File: src/rtl/ddr_train_pkg.sv
// Shared types and helpers for the DDR3 PHY per-lane training engines.
// Holds the trainer FSM state type, delay direction codes and tap arithmetic.
package ddr_train_pkg;

    localparam int TAP_W = 8;

    typedef logic [TAP_W-1:0] tap_t;
    typedef logic [TAP_W:0]   len_t;

    localparam logic DIR_INC = 1'b1;
    localparam logic DIR_DEC = 1'b0;

    typedef enum logic [3:0] {
        ST_IDLE,
        ST_LOAD,
        ST_CLEAR,
        ST_SETTLE,
        ST_SAMPLE,
        ST_STEP,
        ST_CALC,
        ST_RETURN,
        ST_FINISH
    } state_e;

    // Floor centre of a window; the extra bit keeps start + half from wrapping.
    function automatic tap_t calc_center(input tap_t start, input len_t len);
        len_t half;
        len_t sum;
        if (len == len_t'(1'b0)) begin
            half = len_t'(1'b0);
        end else begin
            half = (len - len_t'(1'b1)) >> 1'b1;
        end
        sum = {1'b0, start} + half;
        return sum[TAP_W-1:0];
    endfunction

endpackage

File: src/rtl/dq_read_eye_trainer_if.sv
// Sequencer handshake plus the IOD delay-line / eye-monitor lane seen by one trainer.
// master = trainer side, slave = sequencer/IOD side.
interface dq_read_eye_trainer_if;
    import ddr_train_pkg::*;

    logic START;
    logic BUSY;
    logic DONE;
    logic FAIL;
    tap_t TAP_CENTER;
    tap_t WINDOW_LEN;
    logic EYE_MONITOR_EARLY_0;
    logic EYE_MONITOR_LATE_0;
    logic EYE_MONITOR_CLEAR_FLAGS_0;
    logic DELAY_LINE_LOAD_0;
    logic DELAY_LINE_MOVE_0;
    logic DELAY_LINE_DIRECTION_0;
    logic DELAY_LINE_OUT_OF_RANGE_0;

    modport master (
        input  START, EYE_MONITOR_EARLY_0, EYE_MONITOR_LATE_0, DELAY_LINE_OUT_OF_RANGE_0,
        output BUSY, DONE, FAIL, TAP_CENTER, WINDOW_LEN,
               EYE_MONITOR_CLEAR_FLAGS_0, DELAY_LINE_LOAD_0, DELAY_LINE_MOVE_0,
               DELAY_LINE_DIRECTION_0
    );

    modport slave (
        output START, EYE_MONITOR_EARLY_0, EYE_MONITOR_LATE_0, DELAY_LINE_OUT_OF_RANGE_0,
        input  BUSY, DONE, FAIL, TAP_CENTER, WINDOW_LEN,
               EYE_MONITOR_CLEAR_FLAGS_0, DELAY_LINE_LOAD_0, DELAY_LINE_MOVE_0,
               DELAY_LINE_DIRECTION_0
    );

endinterface

File: src/rtl/dq_read_eye_trainer_window_tracker.sv
// Run/best passing-window bookkeeping for the read-eye sweep and the centre of the best window.
// Strictly-longer runs replace the best, so on a tie the earlier window is kept.
module train_window_tracker
    import ddr_train_pkg::*;
(
    input  logic clk_i,
    input  logic rst_ni,
    input  logic init_i,
    input  logic sample_i,
    input  logic pass_i,
    input  logic close_i,
    input  tap_t cur_tap_i,
    output tap_t best_start_o,
    output len_t best_len_o,
    output tap_t center_o
);

    tap_t run_start_q, run_start_d;
    len_t run_len_q, run_len_d;
    tap_t best_start_q, best_start_d;
    len_t best_len_q, best_len_d;
    tap_t eff_start_s;
    len_t eff_len_s;

    // Fold the current sample into the open run, then close it on a fail or at sweep end.
    always_comb begin
        run_start_d  = run_start_q;
        run_len_d    = run_len_q;
        best_start_d = best_start_q;
        best_len_d   = best_len_q;
        eff_start_s  = run_start_q;
        eff_len_s    = run_len_q;
        if (pass_i) begin
            eff_len_s = run_len_q + len_t'(1'b1);
            if (run_len_q == len_t'(1'b0)) begin
                eff_start_s = cur_tap_i;
            end else begin
                eff_start_s = run_start_q;
            end
        end else begin
            eff_len_s = run_len_q;
        end
        if (init_i) begin
            run_start_d  = tap_t'(1'b0);
            run_len_d    = len_t'(1'b0);
            best_start_d = tap_t'(1'b0);
            best_len_d   = len_t'(1'b0);
        end else if (sample_i) begin
            if (pass_i && !close_i) begin
                run_start_d = eff_start_s;
                run_len_d   = eff_len_s;
            end else begin
                if (eff_len_s > best_len_q) begin
                    best_start_d = eff_start_s;
                    best_len_d   = eff_len_s;
                end else begin
                    best_len_d = best_len_q;
                end
                run_len_d = len_t'(1'b0);
            end
        end else begin
            run_len_d = run_len_q;
        end
    end

    // Window state registers.
    always_ff @(posedge clk_i or negedge rst_ni) begin
        if (!rst_ni) begin
            run_start_q  <= tap_t'(1'b0);
            run_len_q    <= len_t'(1'b0);
            best_start_q <= tap_t'(1'b0);
            best_len_q   <= len_t'(1'b0);
        end else begin
            run_start_q  <= run_start_d;
            run_len_q    <= run_len_d;
            best_start_q <= best_start_d;
            best_len_q   <= best_len_d;
        end
    end

    assign best_start_o = best_start_q;
    assign best_len_o   = best_len_q;
    assign center_o     = calc_center(best_start_q, best_len_q);

endmodule

File: src/rtl/dq_read_eye_trainer.sv
// Per-lane DQ read-eye trainer: sweeps the IOD input delay, finds the longest passing window
// and parks the delay line at its centre.
module dq_read_eye_trainer
    import ddr_train_pkg::*;
#(
    parameter int MAX_TAPS      = 128,
    parameter int SETTLE_CYCLES = 8,
    parameter int MOVE_GAP      = 4,
    parameter int MIN_WINDOW    = 4
) (
    input  logic FAB_CLK,
    input  logic ARST_N,
    dq_read_eye_trainer_if.master bus
);

    localparam tap_t        LAST_TAP    = tap_t'(MAX_TAPS - 1);
    localparam len_t        MIN_LEN     = len_t'(MIN_WINDOW);
    localparam logic [15:0] SETTLE_INIT = 16'(SETTLE_CYCLES - 1);
    localparam logic [15:0] GAP_INIT    = 16'(MOVE_GAP - 1);

    state_e      state_q, state_d;
    logic [15:0] cnt_q, cnt_d;
    logic [15:0] gap_q, gap_d;
    tap_t        cur_tap_q, cur_tap_d;
    tap_t        target_q, target_d;
    logic        busy_q, busy_d, done_q, done_d, fail_q, fail_d;
    tap_t        center_q, center_d, wlen_q, wlen_d;
    logic        clr_q, clr_d, load_q, load_d, move_q, move_d, dir_q, dir_d;
    logic        trk_init_s, trk_sample_s, trk_close_s, pass_s, sweep_end_s;
    tap_t        best_start_s, center_s;
    len_t        best_len_s;

    assign pass_s      = !bus.EYE_MONITOR_EARLY_0 && !bus.EYE_MONITOR_LATE_0;
    assign sweep_end_s = (cur_tap_q == LAST_TAP) || bus.DELAY_LINE_OUT_OF_RANGE_0;

    train_window_tracker u_tracker (
        .clk_i       (FAB_CLK),
        .rst_ni      (ARST_N),
        .init_i      (trk_init_s),
        .sample_i    (trk_sample_s),
        .pass_i      (pass_s),
        .close_i     (trk_close_s),
        .cur_tap_i   (cur_tap_q),
        .best_start_o(best_start_s),
        .best_len_o  (best_len_s),
        .center_o    (center_s)
    );

    // Next-state and registered-output decode for the sweep/return sequence.
    always_comb begin
        state_d      = state_q;
        cnt_d        = cnt_q;
        cur_tap_d    = cur_tap_q;
        target_d     = target_q;
        busy_d       = busy_q;
        done_d       = 1'b0;
        fail_d       = fail_q;
        center_d     = center_q;
        wlen_d       = wlen_q;
        clr_d        = 1'b0;
        load_d       = 1'b0;
        move_d       = 1'b0;
        dir_d        = dir_q;
        trk_init_s   = 1'b0;
        trk_sample_s = 1'b0;
        trk_close_s  = 1'b0;
        case (state_q)
            ST_IDLE: begin
                if (bus.START) begin
                    busy_d     = 1'b1;
                    fail_d     = 1'b0;
                    center_d   = tap_t'(1'b0);
                    wlen_d     = tap_t'(1'b0);
                    cur_tap_d  = tap_t'(1'b0);
                    trk_init_s = 1'b1;
                    state_d    = ST_LOAD;
                end else begin
                    state_d = ST_IDLE;
                end
            end
            ST_LOAD: begin
                load_d    = 1'b1;
                cur_tap_d = tap_t'(1'b0);
                state_d   = ST_CLEAR;
            end
            ST_CLEAR: begin
                clr_d   = 1'b1;
                cnt_d   = SETTLE_INIT;
                state_d = ST_SETTLE;
            end
            ST_SETTLE: begin
                if (cnt_q == 16'd0) begin
                    state_d = ST_SAMPLE;
                end else begin
                    cnt_d = cnt_q - 16'd1;
                end
            end
            ST_SAMPLE: begin
                trk_sample_s = 1'b1;
                if (sweep_end_s) begin
                    trk_close_s = 1'b1;
                    state_d     = ST_CALC;
                end else begin
                    dir_d   = DIR_INC;
                    state_d = ST_STEP;
                end
            end
            ST_STEP: begin
                if (gap_q == 16'd0) begin
                    move_d    = 1'b1;
                    cur_tap_d = cur_tap_q + tap_t'(1'b1);
                    state_d   = ST_CLEAR;
                end else begin
                    state_d = ST_STEP;
                end
            end
            ST_CALC: begin
                dir_d = DIR_DEC;
                // A centre outside its own window can only come from corrupted state.
                if ((best_len_s < MIN_LEN) || (center_s < best_start_s)) begin
                    fail_d    = 1'b1;
                    target_d  = tap_t'(1'b0);
                    load_d    = 1'b1;
                    cur_tap_d = tap_t'(1'b0);
                end else begin
                    target_d = center_s;
                end
                state_d = ST_RETURN;
            end
            ST_RETURN: begin
                if (cur_tap_q > target_q) begin
                    if (gap_q == 16'd0) begin
                        move_d    = 1'b1;
                        cur_tap_d = cur_tap_q - tap_t'(1'b1);
                    end else begin
                        move_d = 1'b0;
                    end
                end else begin
                    state_d = ST_FINISH;
                end
            end
            ST_FINISH: begin
                center_d = target_q;
                wlen_d   = best_len_s[TAP_W-1:0];
                done_d   = 1'b1;
                busy_d   = 1'b0;
                state_d  = ST_IDLE;
            end
            default: begin
                state_d = ST_IDLE;
            end
        endcase
        if (move_d) begin
            gap_d = GAP_INIT;
        end else if (gap_q != 16'd0) begin
            gap_d = gap_q - 16'd1;
        end else begin
            gap_d = gap_q;
        end
    end

    // State, counters and registered outputs.
    always_ff @(posedge FAB_CLK or negedge ARST_N) begin
        if (!ARST_N) begin
            state_q   <= ST_IDLE;
            cnt_q     <= 16'd0;
            gap_q     <= 16'd0;
            cur_tap_q <= tap_t'(1'b0);
            target_q  <= tap_t'(1'b0);
            busy_q    <= 1'b0;
            done_q    <= 1'b0;
            fail_q    <= 1'b0;
            center_q  <= tap_t'(1'b0);
            wlen_q    <= tap_t'(1'b0);
            clr_q     <= 1'b0;
            load_q    <= 1'b0;
            move_q    <= 1'b0;
            dir_q     <= 1'b0;
        end else begin
            state_q   <= state_d;
            cnt_q     <= cnt_d;
            gap_q     <= gap_d;
            cur_tap_q <= cur_tap_d;
            target_q  <= target_d;
            busy_q    <= busy_d;
            done_q    <= done_d;
            fail_q    <= fail_d;
            center_q  <= center_d;
            wlen_q    <= wlen_d;
            clr_q     <= clr_d;
            load_q    <= load_d;
            move_q    <= move_d;
            dir_q     <= dir_d;
        end
    end

    assign bus.BUSY                      = busy_q;
    assign bus.DONE                      = done_q;
    assign bus.FAIL                      = fail_q;
    assign bus.TAP_CENTER                = center_q;
    assign bus.WINDOW_LEN                = wlen_q;
    assign bus.EYE_MONITOR_CLEAR_FLAGS_0 = clr_q;
    assign bus.DELAY_LINE_LOAD_0         = load_q;
    assign bus.DELAY_LINE_MOVE_0         = move_q;
    assign bus.DELAY_LINE_DIRECTION_0    = dir_q;

endmodule

File: src/flat_wrapper.sv
// flat-port wrapper written by rule: the top's interface ports become plain ports
module dq_read_eye_trainer_flat import ddr_train_pkg::*;
#(
    parameter int MAX_TAPS      = 128,
    parameter int SETTLE_CYCLES = 8,
    parameter int MOVE_GAP      = 4,
    parameter int MIN_WINDOW    = 4
)
  (FAB_CLK, ARST_N, bus_START, bus_EYE_MONITOR_EARLY_0, bus_EYE_MONITOR_LATE_0, bus_DELAY_LINE_OUT_OF_RANGE_0, bus_BUSY, bus_DONE, bus_FAIL, bus_TAP_CENTER, bus_WINDOW_LEN, bus_EYE_MONITOR_CLEAR_FLAGS_0, bus_DELAY_LINE_LOAD_0, bus_DELAY_LINE_MOVE_0, bus_DELAY_LINE_DIRECTION_0);
  dq_read_eye_trainer_if bus_i ();
  input  logic FAB_CLK;
  input  logic ARST_N;
  input wire logic [$bits(bus_i.START)-1:0] bus_START;
  input wire logic [$bits(bus_i.EYE_MONITOR_EARLY_0)-1:0] bus_EYE_MONITOR_EARLY_0;
  input wire logic [$bits(bus_i.EYE_MONITOR_LATE_0)-1:0] bus_EYE_MONITOR_LATE_0;
  input wire logic [$bits(bus_i.DELAY_LINE_OUT_OF_RANGE_0)-1:0] bus_DELAY_LINE_OUT_OF_RANGE_0;
  output wire logic [$bits(bus_i.BUSY)-1:0] bus_BUSY;
  output wire logic [$bits(bus_i.DONE)-1:0] bus_DONE;
  output wire logic [$bits(bus_i.FAIL)-1:0] bus_FAIL;
  output wire logic [$bits(bus_i.TAP_CENTER)-1:0] bus_TAP_CENTER;
  output wire logic [$bits(bus_i.WINDOW_LEN)-1:0] bus_WINDOW_LEN;
  output wire logic [$bits(bus_i.EYE_MONITOR_CLEAR_FLAGS_0)-1:0] bus_EYE_MONITOR_CLEAR_FLAGS_0;
  output wire logic [$bits(bus_i.DELAY_LINE_LOAD_0)-1:0] bus_DELAY_LINE_LOAD_0;
  output wire logic [$bits(bus_i.DELAY_LINE_MOVE_0)-1:0] bus_DELAY_LINE_MOVE_0;
  output wire logic [$bits(bus_i.DELAY_LINE_DIRECTION_0)-1:0] bus_DELAY_LINE_DIRECTION_0;
  assign bus_i.START = bus_START;
  assign bus_i.EYE_MONITOR_EARLY_0 = bus_EYE_MONITOR_EARLY_0;
  assign bus_i.EYE_MONITOR_LATE_0 = bus_EYE_MONITOR_LATE_0;
  assign bus_i.DELAY_LINE_OUT_OF_RANGE_0 = bus_DELAY_LINE_OUT_OF_RANGE_0;
  assign bus_BUSY = bus_i.BUSY;
  assign bus_DONE = bus_i.DONE;
  assign bus_FAIL = bus_i.FAIL;
  assign bus_TAP_CENTER = bus_i.TAP_CENTER;
  assign bus_WINDOW_LEN = bus_i.WINDOW_LEN;
  assign bus_EYE_MONITOR_CLEAR_FLAGS_0 = bus_i.EYE_MONITOR_CLEAR_FLAGS_0;
  assign bus_DELAY_LINE_LOAD_0 = bus_i.DELAY_LINE_LOAD_0;
  assign bus_DELAY_LINE_MOVE_0 = bus_i.DELAY_LINE_MOVE_0;
  assign bus_DELAY_LINE_DIRECTION_0 = bus_i.DELAY_LINE_DIRECTION_0;
  dq_read_eye_trainer #(.MAX_TAPS(MAX_TAPS), .SETTLE_CYCLES(SETTLE_CYCLES), .MOVE_GAP(MOVE_GAP), .MIN_WINDOW(MIN_WINDOW)) u_core (.FAB_CLK(FAB_CLK), .ARST_N(ARST_N), .bus(bus_i));
endmodule
File: config.mk
export PLATFORM = sky130hd
export DESIGN_NAME = dq_read_eye_trainer_flat
export DESIGN_NICKNAME = d
export VERILOG_FILES = /design/src/rtl/ddr_train_pkg.sv /design/src/rtl/dq_read_eye_trainer_if.sv /design/src/rtl/dq_read_eye_trainer_window_tracker.sv /design/src/rtl/dq_read_eye_trainer.sv /design/src/flat_wrapper.sv
export SDC_FILE = /design/constraint.sdc
export NUM_CORES = 1
export LEC_CHECK = 0
export CORE_MARGIN = 2
export CORE_UTILIZATION = 45
export CTS_CLUSTER_DIAMETER = 60
export CTS_CLUSTER_SIZE = 16
export DETAILED_ROUTE_END_ITERATION = 6
export PLACE_DENSITY_LB_ADDON = 0.08
export SLEW_MARGIN = 20
export SYNTH_ARGS = -nofsm -noshare
export SYNTH_HDL_FRONTEND = slang
export SYNTH_SLANG_ARGS = --single-unit
File: constraint.sdc
create_clock -name FAB_CLK -period 6.4 [get_ports FAB_CLK]
set_input_delay 1.28 -clock FAB_CLK [delete_from_list [all_inputs] [get_ports FAB_CLK]]
set_output_delay 1.28 -clock FAB_CLK [all_outputs]
set_load 0.005 [all_outputs]
### Yosys cells after proc, flatten, opt, wreduce, memory -nomap -nowiden

Index checks and enable logic that the tools add are counted.

| word-level totals | value |
|---|---|
| register bits after elaboration | 109 |
| input port bits | 6 |
| output and inout bits | 23 |
| logic and storage cells | 134 |

| operators by class | value |
|---|---|
| $add $sub $neg | 7 |
| $lt $le $gt $ge | 4 |
| eq/ne operators | 19 |
| muxes and demuxes | 56 |
| reduce and logical (&&, ||, !) cells | 30 |

Operators with widths:

| operator | count |
|---|---|
| $mux W8 | 16 |
| $mux W9 | 8 |
| $mux W16 | 3 |
| $pmux W8 S5 | 1 |
| $logic_not A16 Y1 | 2 |
| $pmux W16 S2 | 1 |
| $pmux W4 S8 | 1 |
| $pmux W8 S2 | 2 |
| $sub A16 B1 Y16 const B | 2 |
| $logic_not A9 Y1 | 2 |
| $eq A4 B3 Y1 const B | 4 |
| $reduce_bool A16 Y1 | 1 |
| $reduce_bool A2 Y1 | 8 |
| $mux W1 | 15 |
| $ne A2 B1 Y1 const B | 6 |
| $pmux W1 S2 | 5 |
| $reduce_and A2 Y1 | 5 |
| $add A9 B1 Y9 const B | 1 |
| $gt A9 B9 Y1 | 1 |
| $lt A9 B3 Y1 const B | 1 |
| $sub A9 B1 Y9 const B | 1 |
| $add A8 B1 Y8 const B | 1 |
| $add A8 B8 Y8 | 1 |
| $eq A4 B2 Y1 const B | 2 |
| 17 further kinds | 26 |

### Logic depth before layout (Yosys ltp)

Gate-level depths: netlist of run 1.

| depth | value |
|---|---|
| word-level depth | 9 |
| depth in mapped cells | 19 |

### Modules after synthesis

From an unflattened synthesis of run 1, not the netlist that was laid out.

| second synthesis, totals | value |
|---|---|
| cell total of the unflattened synthesis | 702 |
| area total of the unflattened synthesis | 6557.5 um^2 |

Modules (own cells, without submodules):

| module | instances | cells an instance | area each (um^2) | seq. area each (um^2) |
|---|---|---|---|---|
| dq_read_eye_trainer | 1 | 429 | 4068.9 | 1876.8 |
| train_window_tracker | 1 | 273 | 2488.6 | 850.8 |

### Least setup slack after synthesis of run 1

OpenSTA, ideal clock, no wires.

| path | value |
|---|---|
| path type | register -> register |
| start | reg u_core.u_tracker.best_len_q[5], in the netlist u_core.u_tracker.best_len_o[5] |
| end | reg u_core.cur_tap_q[0] |
| library setup time | 0.125 ns |
| arrival time | 3.921 ns |
| data required time | 6.275 ns |
| slack | 2.355 ns |
| stages on the path, launching flop included | 18 |
| cells stage by stage | dfrtp_1 > nor3_1 > nand2_1 > o211ai_1 > o21ai_0 > ha_1 > a21o_1 > a211oi_1 > nor2_1 > o41ai_1 > xnor2_1 > ha_1 > a21oi_1 > nand3_1 > o21ai_0 > nor2_1 > a211oi_4 > mux2_2 |

| between the ends | value |
|---|---|
| longest elaborated chain between the ends | 7 |

RTL lines:

| element | line | source |
|---|---|---|
| from (decl) | dq_read_eye_trainer_window_tracker.sv:21 | `len_t best_len_q, best_len_d;` |
| from (signal assigned) | dq_read_eye_trainer_window_tracker.sv:72 | `best_len_q <= len_t'(1'b0);` |
| from (signal assigned) | dq_read_eye_trainer_window_tracker.sv:77 | `best_len_q <= best_len_d;` |
| $sub A9 B1 Y9 / $logic_not A9 Y1 (equally long branches) | ddr_train_pkg.sv:32, ddr_train_pkg.sv:29 |  |
| $mux W8 | ddr_train_pkg.sv:29 | `if (len == len_t'(1'b0)) begin` |
| $add A8 B8 Y8 | ddr_train_pkg.sv:34 | `sum = {1'b0, start} + half;` |
| $lt A8 B8 Y1 | dq_read_eye_trainer.sv:120 | `if ((best_len_s < MIN_LEN) \|\| (center_s < best_start_s)) begin` |
| $logic_or A1 B1 Y1 (*) | dq_read_eye_trainer.sv:120 |  |
| $ne A2 B1 Y1 (no source line) (*) | n/a |  |
| $reduce_and A6 Y1 (no source line) (*) | n/a |  |
| to (signal assigned) | dq_read_eye_trainer.sv:168 | `cur_tap_q <= tap_t'(1'b0);` |
| to (signal assigned) | dq_read_eye_trainer.sv:183 | `cur_tap_q <= cur_tap_d;` |
| to (decl) | dq_read_eye_trainer.sv:24 | `tap_t cur_tap_q, cur_tap_d;` |

Mark *: on every way between the ends. The rest lies on a longest branch, timed or not.
A chain may end at the register's enable or synchronous reset.

### Worst setup path after layout of run 1

| path | value |
|---|---|
| start | in bus_EYE_MONITOR_LATE_0 |
| end | reg u_core.u_tracker.best_start_q[6], in the netlist u_core.u_tracker.best_start_o[6] |

| between the ends | value |
|---|---|
| longest elaborated chain between the ends | 7 |

RTL lines:

| element | line | source |
|---|---|---|
| from (decl) | flat_wrapper.sv:15 | `input wire logic [$bits(bus_i.EYE_MONITOR_LATE_0)-1:0] bus_EYE_MONITOR_LATE_0;` |
| $logic_not A1 Y1 (*) | dq_read_eye_trainer.sv:33 | `assign pass_s = !bus.EYE_MONITOR_EARLY_0 && !bus.EYE_MONITOR_LATE_0;` |
| $logic_and A1 B1 Y1 (*) | dq_read_eye_trainer.sv:33 |  |
| branches (longest 5 deep; another with $gt A9 B9 Y1) | n/a |  |
| to (signal assigned) | dq_read_eye_trainer_window_tracker.sv:71 | `best_start_q <= tap_t'(1'b0);` |
| to (signal assigned) | dq_read_eye_trainer_window_tracker.sv:76 | `best_start_q <= best_start_d;` |
| to (decl) | dq_read_eye_trainer_window_tracker.sv:20 | `tap_t best_start_q, best_start_d;` |

Mark *: on every way between the ends. The select of a mux whose other input is x is not followed.

==> results by stage, run 1 <==
Outcome:
- The flow ran to the end, and the final reports show no timing, DRC or antenna violations.

Yosys:
- Of all flip-flops after synthesis, the portion carrying an async set or reset was 100%.
- In this run, distinct cell masters in the synthesized netlist total 62.
- In this run, synthesis inferred 0 flip-flops with an integrated enable.
- The post-synthesis sequential element count is 109.
- The net count after synthesis is 714.
- The most used flip-flop cell after synthesis is dfrtp_1.
- For this run, the number of Yosys warnings is 0.
- Sequential cells were found to cover 43.8% of the synthesized design area.
- Counting every instance in the synthesized netlist gives 665.
- The average instance in the mapped netlist occupies 9.36 um^2.
- The mapped netlist covers 6230 um^2.

Place:
- In this run the tool buffered the top-level ports with 28 buffer cells.
- The instance count after placement with tap cells included is 855.
- Detailed placement ended at an HPWL of 10200 um.
- The placed instances occupy a cell area of 6700 um^2.
- Prior to clock tree synthesis, the placed netlist has a worst setup slack of 1.41 ns.
- The weighted congestion at the end of routability-driven global placement is 0.870.

Final layout:
- The antenna diode instance count is 0.
- The post-layout instance count excluding filler cells is 871.
- The fraction of layout cells with a size suffix above 1 is 5.76%.
- The number of nets at the end of the flow is 739.
- From synthesis to final layout, the design area changed by 12.8%.
- The post-route cell area is 7020 um^2.

Clocking:
- The clock passes through at most 2 buffers.
- The number of buffers created by CTS is 9.
- The post-cts gate resize count is 0.
- The post-CTS setup buffer count is 0.
- The clock tree from TritonCTS is yes.
- The CTS H-tree depth is 3.
- Clock tree synthesis selected as its root buffer the cell clkbuf_16.
- The number of hold buffers added after CTS was 0.
- The clock insertion delay at the later pin of the skew report is 0.35 ns.
- The clock sink total is 109.
- The post-CTS clock slew at the launch and capture registers of the worst setup and hold paths is 0.07 ns.

Timing:
- Across all setup checks in the final design, the least slack found is 1.76 ns.
- Setup violations remaining at the end of the flow were counted as 0.
- The clock arrives with 0.00950 ns of skew.
- The number of failing hold endpoints at the final stage is 0.
- The final count of pins violating max slew came to 0.
- The final critical path takes up 72.5% of the cycle.
- The worst max-slew margin expressed relative to the limit is 37.8%.
- The final period demand of the worst path is 4.64 ns.
- Setup repair after global routing left no endpoint under its margin.
- The post-route setup TNS is 0 ns.
- Based on the critical path, the design can be clocked at up to 0.215 GHz.
- For the pin with the worst max-slew slack, the measured transition is 0.930 ns.

Power:
- The cell area power density is 440 nW/um^2.
- IR analysis of the VDD net gives a maximum drop of 0.151 mV.
- In this run the static leakage power is 0.00317 uW.
- The total power after layout is 3090 uW.

GRT:
- The number of global-route vias before repair is 4657.
- The number of antenna violations at the first check in global routing was 1.
- The global-route wire length before repair is 23600 um.
- Global routing used 20.4% of the available tracks across all layers.
- The pin count of the biggest net entering global routing is 68.
- The residual overflow from global routing is 0.

Worst setup path:
- The startpoint type of the worst setup path is an input pin.
- The worst setup path is of the input pin to register kind.
- STA classifies the critical path endpoint as a register.
- The worst path arrival time is 4.89 ns.
- Along the worst path, the maximum fanout reaches 20.
- The worst path required time is 6.65 ns.

Run:
- The count of maximum capacitance violations is 0.

Detailed routing:
- Once detail routing completed, the nets flagged for antenna violations numbered 0.
- The average vias per placed instance is 5.59.
- The remaining design rule violation count is 0.
- The number of design-rule violations left by the first detailed-router iteration is 294.
- The number of detailed-routing iterations run before antenna repair is 5.
- The average wire per standard cell is 16.2 um.
- Summing over every cut layer, the via total after detailed routing is 4872.
- After detailed routing, the total wire length is 14100 um.

Die:
- 29 I/O pins were placed.
- The area of the die is 14800 um^2.
- The total area inside the core boundary comes to 13400 um^2.
- For this configuration, the core starts out at a cell density of 46.5%.
- Measured along the y axis, the die boundary spans 122 um.
- The number of cell rows is 42.
- The die outline width is 122 um.

Hold path:
- The kind of path behind the tightest hold check is register to register.
[layout make-up]
type                       instances  area [um^2]
fill                            1234         6380
multi-input combinational        489         3250
sequential                       109         2730
timing repair buffer              35          330
clock buffer                      11          243
tap                              176          220
inverter                          46          173
clock inverter                     5         82.6
[cells in the final DEF, fill, tap and decap left out, types with 10 or more instances in the layout]
cell / n
a211oi_1: 20
a21oi_1: 23
clkdlybuf4s50_1: 27
dfrtp_1: 109
ha_1: 41
inv_1: 46
mux2i_1: 21
nand2_1: 66
nand3_1: 15
nor2_1: 83
nor2b_1: 10
nor3_1: 17
nor4_1: 13
o21ai_0: 32
o22ai_1: 16
xnor2_1: 27
xor2_1: 15
[routing by layer]
layer  vias to the layer above  GRT usage, %  share of wire, %  wire length (um)
li1                       2403             -                 -                 -
met1                      2359          29.3                49              6980
met2                        93          31.7                46              6450
met3                        15          2.62               3.4               482
met4                         2          7.11               1.4               192
met5                         -             0             0.092                13
[where the power goes]
| part | internal [uW] | total (uW) | switching, uW | leakage (uW) |
|---|---|---|---|---|
| Sequential | 863 | 1050 | 188 | 0.00145 |
| Clock | 356 | 615 | 259 | 0.000160 |
| Combinational | 632 | 1420 | 790 | 0.00156 |
[worst max-delay path, stage by stage]
cell	delay, ns
clkdlybuf4s50_1	0.40
nor2_1	0.45
nand4_1	0.31
nor2_1	0.19
xnor2_1	0.20
inv_1	0.08
ha_1	0.28
and4_1	0.21
a221o_1	0.32
a31oi_2	0.54
buf_4	0.35
nor2_1	0.07
a211oi_1	0.21
[flip-flops by register name, summed over array words and instances (netlist names), 4 cells and up]
signal                         count
u_core.bus.TAP_CENTER              8
u_core.bus.WINDOW_LEN              8
u_core.cnt_q                      16
u_core.cur_tap_q                   8
u_core.gap_q                      16
u_core.state_q                     4
u_core.target_q                    8
u_core.u_tracker.best_len_o        9
u_core.u_tracker.best_start_o      8
u_core.u_tracker.run_len_q         9
u_core.u_tracker.run_start_q       8
[per-stage QoR]
stage               util (%)  hold WS (ns)
floorplan                  -         0.443
global placement        50.0         0.459
detailed placement      50.0         0.475
CTS                     52.4         0.491
global route            52.4         0.513
finish                  52.4         0.483
[synthesized netlist by cell type (5+ instances only)]
cell / number / area share [%]
nor2_1: 83 / 5.0
a21oi_1: 23 / 1.8
mux2i_1: 21 / 3.4
nand2_1: 66 / 4.0
and3_1: 7 / 0.70
o22ai_1: 16 / 1.6
nor2b_1: 10 / 1.0
nand4_1: 8 / 0.80
xnor2_1: 27 / 3.8
a21o_1: 5 / 0.60
dfrtp_1: 109 / 44
nor4_1: 13 / 1.3
nor3_1: 17 / 1.4
nand3_1: 15 / 1.2
a211oi_1: 20 / 2.4
xor2_1: 15 / 2.1
mux2_2: 8 / 1.4
ha_1: 41 / 8.2
inv_1: 46 / 2.8
clkbuf_1: 14 / 0.84
o21ai_0: 32 / 2.6
[logic make-up after synthesis]
family,Yosys count,synth area share [%]
XOR/XNOR,42,5.91
flip-flops,109,43.8
buffers and inverters,67,4.18
adder cells (fa/ha/maj),43,8.88
AO/OA/AOI/OAI,132,13.9
AND/OR/NAND/NOR,243,18.5
multiplexers,29,4.82
[final timing paths]
path                            cells after the start                          endpoint  slack [ns]                            from
worst max-delay path                               13  u_core.u_tracker.best_start_o[6]        1.76          bus_EYE_MONITOR_LATE_0
max in group asynchronous                           2    u_core.u_tracker.best_len_o[2]        4.25                          ARST_N
worst min-delay path                                1                  u_core.gap_q[10]        0.48                u_core.gap_q[10]
worst max register to register                     18               u_core.cur_tap_q[4]        1.76  u_core.u_tracker.best_len_o[5]
min in group asynchronous                           1          u_core.bus.WINDOW_LEN[3]        1.04                          ARST_N
worst min register to register                      1                  u_core.gap_q[10]        0.48                u_core.gap_q[10]
(Power assumes the default switching activity.)
==> inputs of run 2 (changes only) <==
clock period = 4.7 ns   (was 6.4 ns; I/O delays follow)
==> run 2 against run 1 <==
Against the previous run:
- core utilization is 0.20 points higher
- non-clock buffer count is 9 higher
- first-iteration DRC count is 22% higher
- combinational power is 41% higher
- setup slack worse by 1.4 ns
- clock power is 15% higher
- sequential power is 37% higher
- critical path type is now register to register
- highest routed layer is now met4
==> results by stage, run 2 (synthesis gave the netlist of run 1 again) <==
Outcome:
- The run finished with clean final reports.

Power:
- The clock share of power is 17.1% (-2.8 points).
- The share of power burned in registers is 34.6% (+0.5 points).
- The total power after layout is 4150 uW (+34%).
- The net switching power is 1700 uW (+38%).
- The fraction of power spent switching nets is 41.1% (+1.0 points).
- The worst IR drop on VDD is 0.277 mV (+84%).
- The cell-internal power is 2450 uW (+32%).
- The share of total power in combinational logic is 48.3% (+2.3 points).
- The cell area power density is 589 nW/um^2 (+34%).
- The leakage power figure was 0.00318 uW (+0.23%).

Final layout:
- The layout overhead on the synthesized area is 13.2%.
- The combined area of the multi-input logic cells was 3250 um^2 (about the same).
- In the layout the commonest cells are dfrtp_1, nor2_1, nand2_1, inv_1, ha_1.
- The most frequent standard cell in the layout excluding fill and tap cells is dfrtp_1.
- The register cell area after layout is 2730 um^2 (unchanged).
- The number of fill cells was 1218 (-1.3%).
- In the final layout, the registers with the most flip-flops are u_core.cnt_q: 16 flops, u_core.gap_q: 16 flops.
- The post-route cell area is 7050 um^2 (+0.37%).
- The fraction of layout cells with a size suffix above 1 is 6.83% (+1.1 points).
- The number of nets at the end of the flow is 748 (+1.2%).
- The antenna diode instance count was 0 (unchanged).

Timing:
- The routed design could run at a clock period as short as 4.37 ns.
- The post-route setup TNS is 0 ns (unchanged).
- The clock tree skew after final layout came to 0.0118 ns (+0.00228 ns).
- The number of setup violations in the final report is 0 (unchanged).
- Setup repair after global routing left no endpoint under its margin.
- The worst max-slew margin expressed relative to the limit is 42.8% (+5.0 points).
- The final count of pins violating max slew came to 0 (unchanged).
- For this run, the top clock speed supported by timing is 0.229 GHz.
- The number of failing hold endpoints at the final stage is 0 (unchanged).
- Dividing the final minimum period by the clock period gives 93.1%.
- The worst-case hold slack is 0.470 ns (-0.0136 ns).
- The actual slew at the worst max-slew pin is 0.858 ns (-0.0718 ns).

Detailed routing:
- The via count is 4835 (-0.76%).
- The number of detailed-routing iterations run before antenna repair is 5 (unchanged).
- The final routed wirelength across all metal layers is 14400 um (+1.9%).
- The remaining design rule violation count is 0 (unchanged).
- The average wire per standard cell is 16.4 um (+0.98%).
- The average vias per placed instance came to 5.50 (-1.7%).
- The remaining antenna violation count after routing is 0 (unchanged).
- The number of design-rule violations left by the first detailed-router iteration is 359 (+22%).

GRT:
- The pin count of the biggest net entering global routing is 69 (+1.5%).
- The number of antenna violations at the first check in global routing is 0 (-1).
- The global-route wire length before repair came to 24500 um (+3.9%).
- The number of global-route vias before repair is 4662 (+0.11%).
- The overall track demand over capacity in global routing was 21.1% (+0.75 points).
- The residual overflow from global routing is 0 (unchanged).

Place:
- The count of input and output buffers is 28 (unchanged).
- The weighted congestion at the end of routability-driven global placement was 0.940 (+8.0%).
- The post-placement cell area was 6760 um^2 (+0.97%).
- The HPWL after detailed placement is 10700 um (+4.8%).

Die:
- The number of cell rows is 42 (unchanged).
- The die outline width is 122 um (unchanged).
- The area of the die is 14800 um^2 (unchanged).
- The die outline height came to 122 um (unchanged).
- The top-level I/O count came to 29 (unchanged).
- The starting density of the core is 46.5% (unchanged).
- The area of the placeable core is 13400 um^2 (unchanged).

Clocking:
- The clock insertion delay at the later pin of the skew report was 0.36 ns (about the same).
- The clock tree from TritonCTS is yes.
- The post-CTS clock slew at the launch and capture registers of the worst setup and hold paths is 0.07 ns (about the same).
- The clock sink total is 109 (unchanged).
- The clock tree root driver cell is clkbuf_16.
- The clock tree buffer depth is 2 (unchanged).
- The number of buffers created by CTS came to 9 (unchanged).
- The CTS H-tree depth is 3 (unchanged).

Worst setup path:
- The largest driver fanout on the critical path is 8 (-60%).
- The start-to-end type of the worst setup path is register to register.
- The cell with the largest stage delay on the worst path is fa_1.
- Counting stages on the worst path, the most repeated cell is ha_1.
- The critical path goes through inv_1, ha_1, nand2_1, nor2_2, nor2_1, ha_1, fa_1, a21o_1, a21oi_1, o21bai_1, a21oi_1, xnor2_1, ha_1, nand4_1, nand3_1, o21ai_1, nor2_1, a211oi_4, buf_4, mux2_2.
- The stage delay of the slowest cell on the critical path was 0.42 ns (-0.12 ns).
- The worst path arrival time is 4.61 ns (-0.28 ns).
- The worst setup path is captured at a register.
- The worst setup path is launched from a register.
- The worst path required time came to 4.94 ns (-1.71 ns).

Hold path:
- The kind of path behind the tightest hold check is register to register.

Run:
- The count of maximum capacitance violations is 0 (unchanged).
run 2: cell count changes in the layout (fill, tap and decap cells not counted), sizes merged:
cell | previous run | this run
buf | 8 | 17
clkinvlp | 0 | 3
bufinv | 2 | 0
clkinv | 2 | 0
clkbuf | 11 | 12
inv | 47 | 46
run 2: power groups by stage:
stage               logic [uW]  clock network [uW]  registers [uW]
finish                    2000                 710            1440
global placement          1900                   0            1440
floorplan                 1400                   0            1360
detailed placement        1950                   0            1450
global route              2260                 773            1470
CTS                       1970                 735            1430
run 2: worst paths after layout:
| path | slack, ns | cells after the start | to | from |
|---|---|---|---|---|
| max reg2reg | 0.33 | 20 | u_core.cur_tap_q[3] | u_core.u_tracker.best_len_o[0] |
| max | 0.33 | 20 | u_core.cur_tap_q[3] | u_core.u_tracker.best_len_o[0] |
| min in group asynchronous | 0.70 | 1 | u_core.bus.WINDOW_LEN[3] | ARST_N |
| min reg2reg | 0.47 | 1 | u_core.gap_q[10] | u_core.gap_q[10] |
| max in group asynchronous | 3.16 | 2 | u_core.u_tracker.run_len_q[8] | ARST_N |
| min | 0.47 | 1 | u_core.gap_q[10] | u_core.gap_q[10] |
run 2: repair_timing:
item	CTS	global route
setup endpoints to repair	0	8
hold buffers	0	0
setup buffers	0	2
gates resized for setup	0	2
run 2: metal layers:
| metal | global-route usage, % | vias to the layer above | wire length, um |
|---|---|---|---|
| li1 | - | 2414 | - |
| met1 | 30.6 | 2329 | 7250 |
| met2 | 32.6 | 78 | 6420 |
| met3 | 4.63 | 14 | 537 |
| met4 | 4.53 | 0 | 171 |
| met5 | 0 | - | 0 |
run 2: critical path, delay by kind of cell, from the launching register on:
kind	cells	cell delay, ns
adder cells (fa/ha/maj)	4	1.16
multiplexers	1	0.35
AO/OA/AOI/OAI	6	1.15
XOR/XNOR	1	0.19
AND/OR/NAND/NOR	6	0.71
buffers and inverters	2	0.29
flip-flops	1	0.41
run 2: layout make-up:
class	instances	share of cell area, %
clock buffers	12	3.50
clock inverters	3	0.320
inverters	46	2.45
multi-input cells	489	46.1
flip-flops and latches	109	38.7
well taps	176	3.12
repair buffers	44	5.82
run 2: through the flow:
stage                     worst slack [ns]  utilization, %  std cells
after floorplan                      0.655               -        665
after global placement               0.433            50.5        862
after detailed placement             0.232            50.5        862
after CTS                            0.201            52.5        877
after global routing               0.00870            52.6        879
final                                0.326            52.6        879
==> inputs of run 3 (changes only) <==
ABC_AREA = 1   (was not set)
==> run 3 against run 2 <==
Against the previous run:
- die area increased by 9.5%
- area after synthesis increased by 9.8%
- sequential power about the same
- setup slack improved by 0.54 ns
- largest power group unchanged
- maximum frequency increased by 14%
- register-to-register slack improved by 0.54 ns
==> results by stage, run 3 <==
Final layout:
- The number of nets at the end of the flow is 999 (+34%).
- The top cell types in the final layout, fill and taps aside, are nand2_1, inv_1, dfrtp_1, nor2_1, nand3_1.
- In the final layout, the registers with the most flip-flops are u_core.cnt_q: 16 flops, u_core.gap_q: 16 flops.
- The antenna diode instance count came to 0 (unchanged).
- Compared with the post-synthesis result, the final layout area differs by 11.2%.
- The number of fill cells is 1510 (+24%).
- The post-layout instance count excluding filler cells came to 1143 (+30%).
- The register cell area after layout is 2730 um^2 (unchanged).
- The library cell used most frequently in the layout, excluding fill and tap cells, is nand2_1.
- The combined area of the multi-input logic cells was 3540 um^2 (+9.0%).
- The fraction of layout cells with a size suffix above 1 is 5.55% (-1.3 points).

Die:
- The number of cell rows is 45 (+7.1%).
- The area of the placeable core is 15000 um^2 (+12%).
- The area of the die came to 16200 um^2 (+9.5%).
- The die outline width is 127 um (+4.6%).
- The die outline height was 127 um (+4.6%).
- The starting density of the core is 45.5% (-0.99 points).
- The top-level I/O count is 29 (unchanged).

Yosys:
- The most used flip-flop cell after synthesis is dfrtp_1.
- The mean area per synthesized cell is 7.42 um^2 (-21%).
- By instance count, the leading cell after synthesis is nand2_1.
- The number of flops mapped to enable cells by yosys is 0 (unchanged).
- The count of yosys warnings during synthesis is 0 (unchanged).
- The net count after synthesis is 971 (+36%).
- The synthesized cell area came to 6840 um^2 (+9.8%).
- The area share of the largest cell type after synthesis is 39.9% (-3.9 points).
- The share of the yosys chip area belonging to registers is 39.9% (-3.9 points).
- In the synthesized netlist, the cells that appear most often are nand2_1, inv_1, dfrtp_1.
- The largest total area in the synthesized netlist belongs to dfrtp_1.
- The number of instances in the synthesized netlist was 922 (+39%).
- The share of flip-flops with an asynchronous set or reset after synthesis was 100% (unchanged).
- The post-synthesis sequential element count is 109 (unchanged).
- By area the synthesized netlist is led by dfrtp_1, nand2_1, ha_1.
- The unique cell type count in the Yosys netlist is 42 (-32%).

GRT:
- The number of global-route vias before repair is 5514 (+18%).
- The global-route wire length before repair came to 27000 um (+10%).
- The number of antenna violations at the first check in global routing came to 0 (unchanged).
- The pin count of the biggest net entering global routing is 57 (-17%).
- The residual overflow from global routing is 0 (unchanged).
- The overall track demand over capacity in global routing was 20.9% (-0.19 points).

Place:
- The HPWL after detailed placement is 12000 um (+12%).
- The weighted congestion at the end of routability-driven global placement is 0.837 (-11%).
- The instance count after placement with tap cells included was 1127 (+31%).
- The count of input and output buffers is 28 (unchanged).

Worst setup path:
- The cell depth of the worst flop-to-flop path was 24 (+20%).
- The start of the worst register-to-register path is u_core.u_tracker.best_len_o[0].
- The start-to-end type of the worst setup path is register to register.
- The worst path required time was 4.95 ns (about the same).
- The startpoint type of the worst setup path is a register.
- STA classifies the critical path endpoint as a register.
- In this run the critical register-to-register path is captured at u_core.cur_tap_q[5].
- The worst path arrival time is 4.08 ns (-0.53 ns).
- The slack of the worst reg-to-reg path came to 0.87 ns (+0.54 ns).
- The largest driver fanout on the critical path is 9 (+1).

Timing:
- The clock tree skew after final layout came to 0.00567 ns (-0.00611 ns).
- The post-route setup TNS is 0 ns (unchanged).
- The actual slew at the worst max-slew pin is 0.992 ns (+0.134 ns).
- The highest achievable clock rate is 0.261 GHz (+14%).
- The number of setup violations in the final report is 0 (unchanged).
- The final count of pins violating max slew is 0 (unchanged).
- The worst max-slew margin expressed relative to the limit was 33.8% (-9.0 points).
- Setup repair after global routing left no endpoint under its margin.
- The number of failing hold endpoints at the final stage is 0 (unchanged).
- The final period demand of the worst path is 3.83 ns (-0.542 ns).
- The final worst-path cycle share is 81.5% (-12 points).

Detailed routing:
- The number of detailed-routing iterations run before antenna repair is 5 (unchanged).
- The average wire per standard cell was 13.9 um (-15%).
- The remaining design rule violation count is 0 (unchanged).
- The final routed wirelength across all metal layers is 15900 um (+10%).
- The average vias per placed instance is 5.01 (-8.8%).
- The via count is 5731 (+19%).
- The number of design-rule violations left by the first detailed-router iteration was 330 (-8.1%).
- The remaining antenna violation count after routing is 0 (unchanged).

Clocking:
- The clock sink total came to 109 (unchanged).
- The hold buffer count at cts is 0 (unchanged).
- The post-CTS setup buffer count came to 0 (unchanged).
- The post-CTS clock slew at the launch and capture registers of the worst setup and hold paths is 0.07 ns (about the same).
- The CTS H-tree depth is 3 (unchanged).
- The clock insertion delay at the later pin of the skew report is 0.36 ns (about the same).
- TritonCTS built the clock tree.
- The post-cts gate resize count is 0 (unchanged).
- The clock tree buffer depth is 2 (unchanged).
- The clock tree root driver cell is clkbuf_16.
- The number of buffers created by CTS came to 9 (unchanged).

Hold path:
- For hold timing, the worst endpoint is u_core.u_tracker.run_start_q[5].
- The kind of path behind the tightest hold check is register to register.
- In this run the most critical hold path is launched from u_core.u_tracker.run_start_q[5].
- The instance count along the most critical hold path came to 2 (+1).

Power:
- The cell area power density is 608 nW/um^2 (+3.3%).
- The leakage power figure is 0.00405 uW (+27%).
- The worst IR drop on VDD is 0.252 mV (-9.1%).

Run:
- The count of maximum capacitance violations is 0 (unchanged).

Outcome:
- The run finished with clean final reports.
-- run 3: cell count changes after synthesis, sizes merged, moves of 8 or more --
cell    previous run  this run
mux2               8         0
nor2              84       107
a211oi            21         0
xnor2             27         4
clkbuf            14         5
nor4              13         1
inv               46       131
mux2i             21         0
a21oi             23        32
nor2b             10         0
o21ai             34        47
nand2             66       267
nand3             15        80
-- run 3: cell type report --
type                            count  share of cell area, %
Clock buffer                       12                   3.24
Tap cell                          188                   3.09
Multi-Input combinational cell    668                   46.6
Timing Repair Buffer               31                   3.95
Inverter                          131                   6.50
Sequential cell                   109                   35.9
Clock inverter                      4                  0.741
-- run 3: routing by layer --
layer	up-vias	wire, um	global-route usage [%]
met5	-	0	0
met4	0	161	5.17
met3	13	325	3.06
met2	72	7450	34.9
met1	2644	7950	28.8
li1	3002	-	-
-- run 3: power breakdown --
| part | internal (uW) | switching, uW |
|---|---|---|
| combinational | 878 | 1530 |
| sequential | 1210 | 216 |
| clock | 433 | 358 |
-- run 3: worst max-delay path: stages, from the launching register on --
cell      delay, ns
dfrtp_1        0.42
inv_1          0.14
ha_1           0.18
nand2_1        0.10
nor2_1         0.15
nand2_1        0.10
nor2_1         0.27
nor2_1         0.09
ha_1           0.32
inv_1          0.08
o21bai_1       0.20
a21boi_0       0.15
nand2_1        0.08
nand3_1        0.09
and2_1         0.17
ha_1           0.28
a21o_1         0.18
nor2_1         0.11
nand2_1        0.09
nand3_2        0.10
nand2_1        0.07
inv_2          0.15
nand2_4        0.10
nand2_1        0.07
nand2_1        0.05
-- run 3: worst max path at each step --
stage,from,endpoint
after global routing,u_core.u_tracker.best_len_o[0],u_core.cur_tap_q[6]
after CTS,u_core.u_tracker.best_len_o[0],u_core.cur_tap_q[5]
after global placement,u_core.u_tracker.best_len_o[0],u_core.cur_tap_q[0]
final,u_core.u_tracker.best_len_o[0],u_core.cur_tap_q[5]
after floorplan,u_core.u_tracker.best_len_o[0],u_core.cur_tap_q[1]
after detailed placement,u_core.u_tracker.best_len_o[0],u_core.cur_tap_q[5]
-- run 3: per-stage QoR --
step	util (%)	cell area [um^2]	hold WS [ns]	power [uW]	setup WS [ns]
after floorplan	-	6840	0.443	3210	1.37
after global placement	48.5	7300	0.456	3850	0.913
after detailed placement	48.5	7300	0.461	3860	0.895
after CTS	50.6	7600	0.478	4670	0.883
after global routing	50.6	7600	0.495	5120	0.465
final	50.6	7600	0.480	4620	0.868
-- run 3: kinds of logic (layout without fill, tap and decap cells) --
family                   count (synthesis)  in the layout  share of synthesized area (%)
buffers and inverters                  145            178                           8.33
AO/OA/AOI/OAI                           99             99                           7.85
adder cells (fa/ha/maj)                 43             43                           8.09
AND/OR/NAND/NOR                        501            501                           32.6
XOR/XNOR                                25             25                           3.20
flip-flops                             109            109                           39.9
